`config.mk`:
```
export PLATFORM = sky130hd
export DESIGN_NAME = uart_rx
export DESIGN_NICKNAME = d
export VERILOG_FILES = /design/src/rtl/uart_rx.sv
export SDC_FILE = /design/constraint.sdc
export NUM_CORES = 1
export LEC_CHECK = 0
export CORE_MARGIN = 2
export CORE_UTILIZATION = 52
export DETAILED_ROUTE_END_ITERATION = 10
export PLACE_DENSITY = 0.77
export SLEW_MARGIN = 10
export SYNTH_ARGS = -nofsm -noshare
export SYNTH_HDL_FRONTEND = slang
export SYNTH_SLANG_ARGS = --single-unit
export TNS_END_PERCENT = 10
```
`constraint.sdc`:
```
create_clock -name clk -period 1.75 [get_ports clk]
set_input_delay 0.35 -clock clk [delete_from_list [all_inputs] [get_ports clk]]
set_output_delay 0.35 -clock clk [all_outputs]
set_load 0.05 [all_outputs]
```
`src/rtl/uart_rx.sv`:
```
// UART receiver: 2-flop input synchronizer, mid-bit sampling, 8N1 framing.
// Define UART_RX_PARITY_EN to expect an even-parity bit after D7.
module uart_rx #(
  parameter int unsigned CLKS_PER_BIT = 4,
  parameter int unsigned DATA_BITS    = 8
) (
  input  logic                 clk,
  input  logic                 rst,
  input  logic                 rx_in,
  output logic [DATA_BITS-1:0] data_out,
  output logic                 byte_valid,
  output logic                 frame_err,
  output logic                 parity_err,
  output logic                 busy
);

  localparam int unsigned CW = $clog2(CLKS_PER_BIT);
  localparam logic [CW-1:0] CNT_LAST = CW'(CLKS_PER_BIT - 1);
  localparam logic [CW-1:0] CNT_HALF = CW'(CLKS_PER_BIT / 2 - 1);
  localparam logic [2:0]    IDX_LAST = 3'(DATA_BITS - 1);

  typedef enum logic [2:0] {
    S_IDLE,
    S_START,
    S_DATA,
`ifdef UART_RX_PARITY_EN
    S_PARITY,
`endif
    S_STOP
  } state_t;

  state_t                state_q, state_d;
  logic [CW-1:0]         clk_cnt_q, clk_cnt_d;
  logic [2:0]            bit_idx_q, bit_idx_d;
  logic [DATA_BITS-1:0]  shift_q, shift_d;
  logic [DATA_BITS-1:0]  data_q, data_d;
  logic                  valid_q, valid_d;
  logic                  ferr_q, ferr_d;
  logic                  rx_meta_q, rx_s_q;
  logic                  par_bad;

`ifdef UART_RX_PARITY_EN
  logic par_bad_q, par_bad_d;
  logic perr_q, perr_d;
  assign par_bad    = par_bad_q;
  assign parity_err = perr_q;
`else
  assign par_bad    = 1'b0;
  assign parity_err = 1'b0;
`endif

  always_comb begin
    state_d   = state_q;
    clk_cnt_d = clk_cnt_q;
    bit_idx_d = bit_idx_q;
    shift_d   = shift_q;
    data_d    = data_q;
    valid_d   = 1'b0;
    ferr_d    = 1'b0;
`ifdef UART_RX_PARITY_EN
    par_bad_d = par_bad_q;
    perr_d    = 1'b0;
`endif
    case (state_q)
      S_IDLE: begin
        clk_cnt_d = '0;
        if (!rx_s_q) state_d = S_START;
      end
      S_START: begin
        if (clk_cnt_q == CNT_HALF) begin
          clk_cnt_d = '0;
          bit_idx_d = '0;
          state_d   = rx_s_q ? S_IDLE : S_DATA;
        end else begin
          clk_cnt_d = clk_cnt_q + 1'b1;
        end
      end
      S_DATA: begin
        if (clk_cnt_q == CNT_LAST) begin
          clk_cnt_d = '0;
          shift_d   = {rx_s_q, shift_q[DATA_BITS-1:1]};
          if (bit_idx_q == IDX_LAST) begin
`ifdef UART_RX_PARITY_EN
            state_d = S_PARITY;
`else
            state_d = S_STOP;
`endif
          end else begin
            bit_idx_d = bit_idx_q + 3'd1;
          end
        end else begin
          clk_cnt_d = clk_cnt_q + 1'b1;
        end
      end
`ifdef UART_RX_PARITY_EN
      S_PARITY: begin
        if (clk_cnt_q == CNT_LAST) begin
          clk_cnt_d = '0;
          par_bad_d = rx_s_q ^ (^shift_q);
          state_d   = S_STOP;
        end else begin
          clk_cnt_d = clk_cnt_q + 1'b1;
        end
      end
`endif
      S_STOP: begin
        // Leaving at mid stop bit lets an immediately following start bit be caught.
        if (clk_cnt_q == CNT_LAST) begin
          clk_cnt_d = '0;
          state_d   = S_IDLE;
          ferr_d    = !rx_s_q;
`ifdef UART_RX_PARITY_EN
          perr_d    = par_bad;
`endif
          if (rx_s_q && !par_bad) begin
            data_d  = shift_q;
            valid_d = 1'b1;
          end
        end else begin
          clk_cnt_d = clk_cnt_q + 1'b1;
        end
      end
      default: state_d = S_IDLE;
    endcase
  end

  always_ff @(posedge clk) begin
    if (rst) begin
      state_q   <= S_IDLE;
      clk_cnt_q <= '0;
      bit_idx_q <= '0;
      shift_q   <= '0;
      data_q    <= '0;
      valid_q   <= 1'b0;
      ferr_q    <= 1'b0;
      rx_meta_q <= 1'b1;
      rx_s_q    <= 1'b1;
`ifdef UART_RX_PARITY_EN
      par_bad_q <= 1'b0;
      perr_q    <= 1'b0;
`endif
    end else begin
      state_q   <= state_d;
      clk_cnt_q <= clk_cnt_d;
      bit_idx_q <= bit_idx_d;
      shift_q   <= shift_d;
      data_q    <= data_d;
      valid_q   <= valid_d;
      ferr_q    <= ferr_d;
      rx_meta_q <= rx_in;
      rx_s_q    <= rx_meta_q;
`ifdef UART_RX_PARITY_EN
      par_bad_q <= par_bad_d;
      perr_q    <= perr_d;
`endif
    end
  end

  assign data_out   = data_q;
  assign byte_valid = valid_q;
  assign frame_err  = ferr_q;
  assign busy       = (state_q != S_IDLE);

endmodule

```
==> impl_metrics.prom <==
# TYPE chip_impl_metric gauge
chip_impl_info{name="status",value="finished clean"} 1
chip_impl_info{name="hold_class",value="register to register"} 1
chip_impl_info{name="clk_root_buffer_cell",value="sky130_fd_sc_hd__clkbuf_4"} 1
chip_impl_metric{name="gr-usage-all-layers",unit=""} 0.156
chip_impl_metric{name="fin_setup_tns",unit="ns"} 0
chip_impl_metric{name="vias",unit=""} 819
chip_impl_metric{name="synth_xor_area_frac",unit=""} 0
chip_impl_metric{name="detailedRoute.firstPassIterationCount",unit=""} 4
chip_impl_info{name="timing.critical_path.max_delay_family",value="flip-flops"} 1
chip_impl_info{name="rsz_0062_raised_after_global_routing",value="no"} 1
chip_impl_metric{name="final_net_count",unit=""} 140
chip_impl_metric{name="fin_crit_sh",unit=""} 0.960
chip_impl_metric{name="die_boundary_width",unit="µm"} 50.4
chip_impl_metric{name="cp_data_required_time",unit="ns"} 1.40
chip_impl_info{name="hold_sp",value="rx_meta_q$_SDFF_PP1_"} 1
chip_impl_metric{name="gpl.final_weighted_congestion",unit=""} 0.746
chip_impl_metric{name="grt_start_max_net_pins",unit=""} 18
chip_impl_metric{name="pre_cts_ws",unit="ns"} 0.315
chip_impl_metric{name="yosys_warnings",unit=""} 0
chip_impl_metric{name="cp_slowest_stage_delay",unit="ns"} 0.47
chip_impl_metric{name="drive_gt1_frac",unit=""} 0.183
chip_impl_metric{name="total_switching_power",unit="µW"} 214
chip_impl_metric{name="initial_core_util",unit=""} 0.558
chip_impl_metric{name="synth_fa_ha_area_frac",unit=""} 0.0560
chip_impl_metric{name="post_dr_vias_cell",unit=""} 5.18
chip_impl_metric{name="r2r_slack",unit="ns"} 0.33
chip_impl_metric{name="postRouteAntennaNets",unit=""} 0
chip_impl_metric{name="port_buffers",unit=""} 13
chip_impl_metric{name="io_pins",unit=""} 15
chip_impl_info{name="cts_tree",value="yes"} 1
chip_impl_metric{name="wire_length_of_the_first_global_routing_pass",unit="mm"} 3.06
chip_impl_info{name="synth_top_cell_by_area",value="sky130_fd_sc_hd__dfxtp_1"} 1
chip_impl_metric{name="cp.arrival",unit="ns"} 1.33
chip_impl_metric{name="clockPowerShare",unit=""} 0.285
chip_impl_metric{name="sequential_cell_fraction_of_total_power",unit=""} 0.667
chip_impl_metric{name="syn2layout_area_growth",unit="%"} 13.0
chip_impl_metric{name="die-height",unit="µm"} 50.4
chip_impl_metric{name="clock_tree.buffer_depth",unit=""} 2
chip_impl_info{name="cp_cell_sequence",value="or2_2 > buf_12"} 1
chip_impl_metric{name="power.ir.vdd_worst",unit="mV"} 0.436
chip_impl_metric{name="power.static_leakage",unit="µW"} 0.000537
chip_impl_metric{name="dieArea",unit="µm²"} 2540
chip_impl_info{name="critical_path.reg2reg.startpoint",value="clk_cnt_q[0]$_SDFFE_PP0P_"} 1
chip_impl_metric{name="finalHoldViolations",unit=""} 0
chip_impl_info{name="critical_path.slowest_cell",value="sky130_fd_sc_hd__dfxtp_1"} 1
chip_impl_metric{name="ctsHtreeMaxLevel",unit=""} 1
chip_impl_metric{name="numCtsBuffers",unit=""} 3
chip_impl_metric{name="cts_sinks",unit=""} 27
chip_impl_metric{name="synth.mux.area_fraction",unit=""} 0.0907
chip_impl_metric{name="antenna_found_initial",unit=""} 0
chip_impl_metric{name="clock-skew-final",unit="ns"} 0.00234
chip_impl_info{name="critical_path.startpoint",value="state_q[0]$_SDFFE_PP0P_"} 1
chip_impl_metric{name="achievable-frequency",unit="GHz"} 0.595
chip_impl_metric{name="post_route_hold_slack",unit="ns"} 0.444
chip_impl_info{name="setup.worst_path.class",value="register to output pin"} 1
chip_impl_metric{name="synthCells",unit=""} 121
chip_impl_metric{name="clk_pin_slew_worst_paths",unit="ns"} 0.14
chip_impl_metric{name="first_global_vias",unit=""} 690
chip_impl_metric{name="ys_seq_elements",unit=""} 27
chip_impl_metric{name="finalMaxSlewViolations",unit=""} 0
chip_impl_metric{name="floorplan.rows",unit=""} 16
chip_impl_metric{name="synth-compound-area-share",unit=""} 0.0694
chip_impl_metric{name="routedWlPerCell",unit="µm"} 11.4
chip_impl_metric{name="post_synthesis_average_cell_area",unit="µm²"} 9.23
chip_impl_metric{name="cap_viol_max_count",unit=""} 0
chip_impl_metric{name="cell_internal_power",unit="µW"} 725
chip_impl_metric{name="coreArea",unit="µm²"} 2000
chip_impl_metric{name="synth.cell_area",unit="µm²"} 1120
chip_impl_info{name="main_combinational_cell_family_by_area_after_synthesis",value="simple AND/OR/NAND/NOR gates"} 1
chip_impl_metric{name="hpwl_after_detailed_placement",unit="mm"} 1.33
chip_impl_info{name="layout.cells.most_common",value="sky130_fd_sc_hd__dfxtp_1"} 1
chip_impl_metric{name="setup_violations",unit=""} 0
chip_impl_metric{name="post_cts_setup_repair_buffer_count",unit=""} 0
chip_impl_metric{name="clk-insertion-delay-late",unit="ns"} 0.32
chip_impl_info{name="yosys-top-cells-area",value="sky130_fd_sc_hd__dfxtp_1, sky130_fd_sc_hd__mux2i_1, sky130_fd_sc_hd__nand2_1, sky130_fd_sc_hd__ha_1, sky130_fd_sc_hd__a21oi_1"} 1
chip_impl_metric{name="fin_crit",unit="ns"} 1.68
chip_impl_metric{name="first_iter_violations",unit=""} 13
chip_impl_metric{name="synth_nets",unit=""} 129
chip_impl_metric{name="gr-total-overflow",unit=""} 0
chip_impl_metric{name="ys_types",unit=""} 27
chip_impl_metric{name="synth_area_in_simple_gates",unit=""} 0.237
chip_impl_metric{name="synth_top_area_share",unit=""} 0.484
chip_impl_metric{name="worst-path-buf-inv",unit=""} 1
chip_impl_metric{name="drt_wl_total",unit="mm"} 1.80
chip_impl_metric{name="cellPowerDensity",unit="nW/µm²"} 744
chip_impl_metric{name="n_antenna_cell",unit=""} 0
chip_impl_metric{name="share_comb_of_total_power",unit=""} 0.049
chip_impl_info{name="timing.critical_path.to_type",value="output pin"} 1
chip_impl_metric{name="critical_path_peak_fanout",unit=""} 16
chip_impl_metric{name="timing.final.ws_setup",unit="ns"} 0.0701
chip_impl_info{name="commonest_cells_after_routing_fill_and_taps_aside",value="sky130_fd_sc_hd__dfxtp_1, sky130_fd_sc_hd__nand2_1, sky130_fd_sc_hd__nor2_1, sky130_fd_sc_hd__buf_4, sky130_fd_sc_hd__a21oi_1"} 1
chip_impl_metric{name="p_sw_frac",unit=""} 0.228
chip_impl_info{name="timing.critical_path.from_type",value="register"} 1
chip_impl_metric{name="detail_route.drc_violations",unit=""} 0
chip_impl_metric{name="synth-seq-area-share",unit=""} 0.484
-- path summary, 6_finish.rpt --
check,depth (start not counted),endpoint
setup / recovery,2,busy
hold / removal,1,rx_s_q$_SDFF_PP1_
setup reg to reg,4,data_out[4]$_SDFFE_PP0P_
hold reg to reg,1,rx_s_q$_SDFF_PP1_
-- through the flow --
step           area, µm²  power (µW)  instances  utilization
6_report            1260         939        158        0.631
5_1_grt             1260         969        158        0.631
4_1_cts             1260         948        158        0.630
3_5_place_dp        1230         685        154        0.616
3_3_place_gp        1230         683        154        0.616
2_1_floorplan       1120         671        121            -
-- Yosys cell counts, drive strengths merged --
cell type and number:
nand2b 1, nor2 13, or2 3, a32oi 1, nand3b 3, conb 1, a21oi 12, nand4b 2
nor4b 1, nor3 1, nor3b 1, nand3 3, ha 5, inv 3, clkbuf 1, nand2 19
mux2i 9, and4 1, dfxtp 27, and4bb 1, a311oi 1, mux2 1, buf 9, nand4bb 1
nand4 1
-- power by group through the flow --
| stage | logic (µW) | clock network, µW | registers, µW |
|---|---|---|---|
| final | 45.6 | 267 | 626 |
| after global routing | 49.1 | 292 | 628 |
| after CTS | 45.9 | 276 | 626 |
| after detailed placement | 45.9 | 0 | 640 |
| after global placement | 44.3 | 0 | 639 |
| after floorplan | 35.3 | 0 | 636 |
-- metal layers --
layer  routed length, µm  share of wire  global-route usage
met1                 939           0.52               0.228
met2                 753           0.42               0.224
met3                  73          0.041              0.0268
met4                  29          0.016              0.0676
met5                   0              0                   0
-- worst reg2reg max path: cells and delay by family, from the launching register on --
kind                     cells  cell delay (ns)
AND/OR/NAND/NOR              2             0.54
flip-flops                   1             0.41
adder cells (fa/ha/maj)      1             0.31
AO/OA/AOI/OAI                1             0.08
-- area by class of cell --
type / count / area, µm²
clock buffers: 3 / 22.5
clock inverters: 1 / 5.00
fillers: 171 / 739
inverters: 3 / 11.3
multi-input cells: 81 / 510
flip-flops and latches: 27 / 542
well taps: 27 / 33.8
repair buffers: 16 / 138
-- registers in the layout (all words and copies together) (netlist names) --
register,flops
data_out,8
shift_q,8
bit_idx_q,3
clk_cnt_q,2
state_q,2
byte_valid,1
frame_err,1
rx_meta_q,1
rx_s_q,1
-- repair_timing --
action / in CTS / in global routing
endpoints found under the setup margin: 0 / 1
hold buffers: 0 / 0
gates resized for setup: 0 / 1
hold endpoints to repair: 0 / 0
-- cells by family after synthesis --
family / after synthesis
compound gates: 14
simple gates: 51
mux: 10
flops: 27
buf+inv: 13
other cells: 1
fa+ha+maj: 5
No activity file was read; power rests on OpenSTA's default activity.
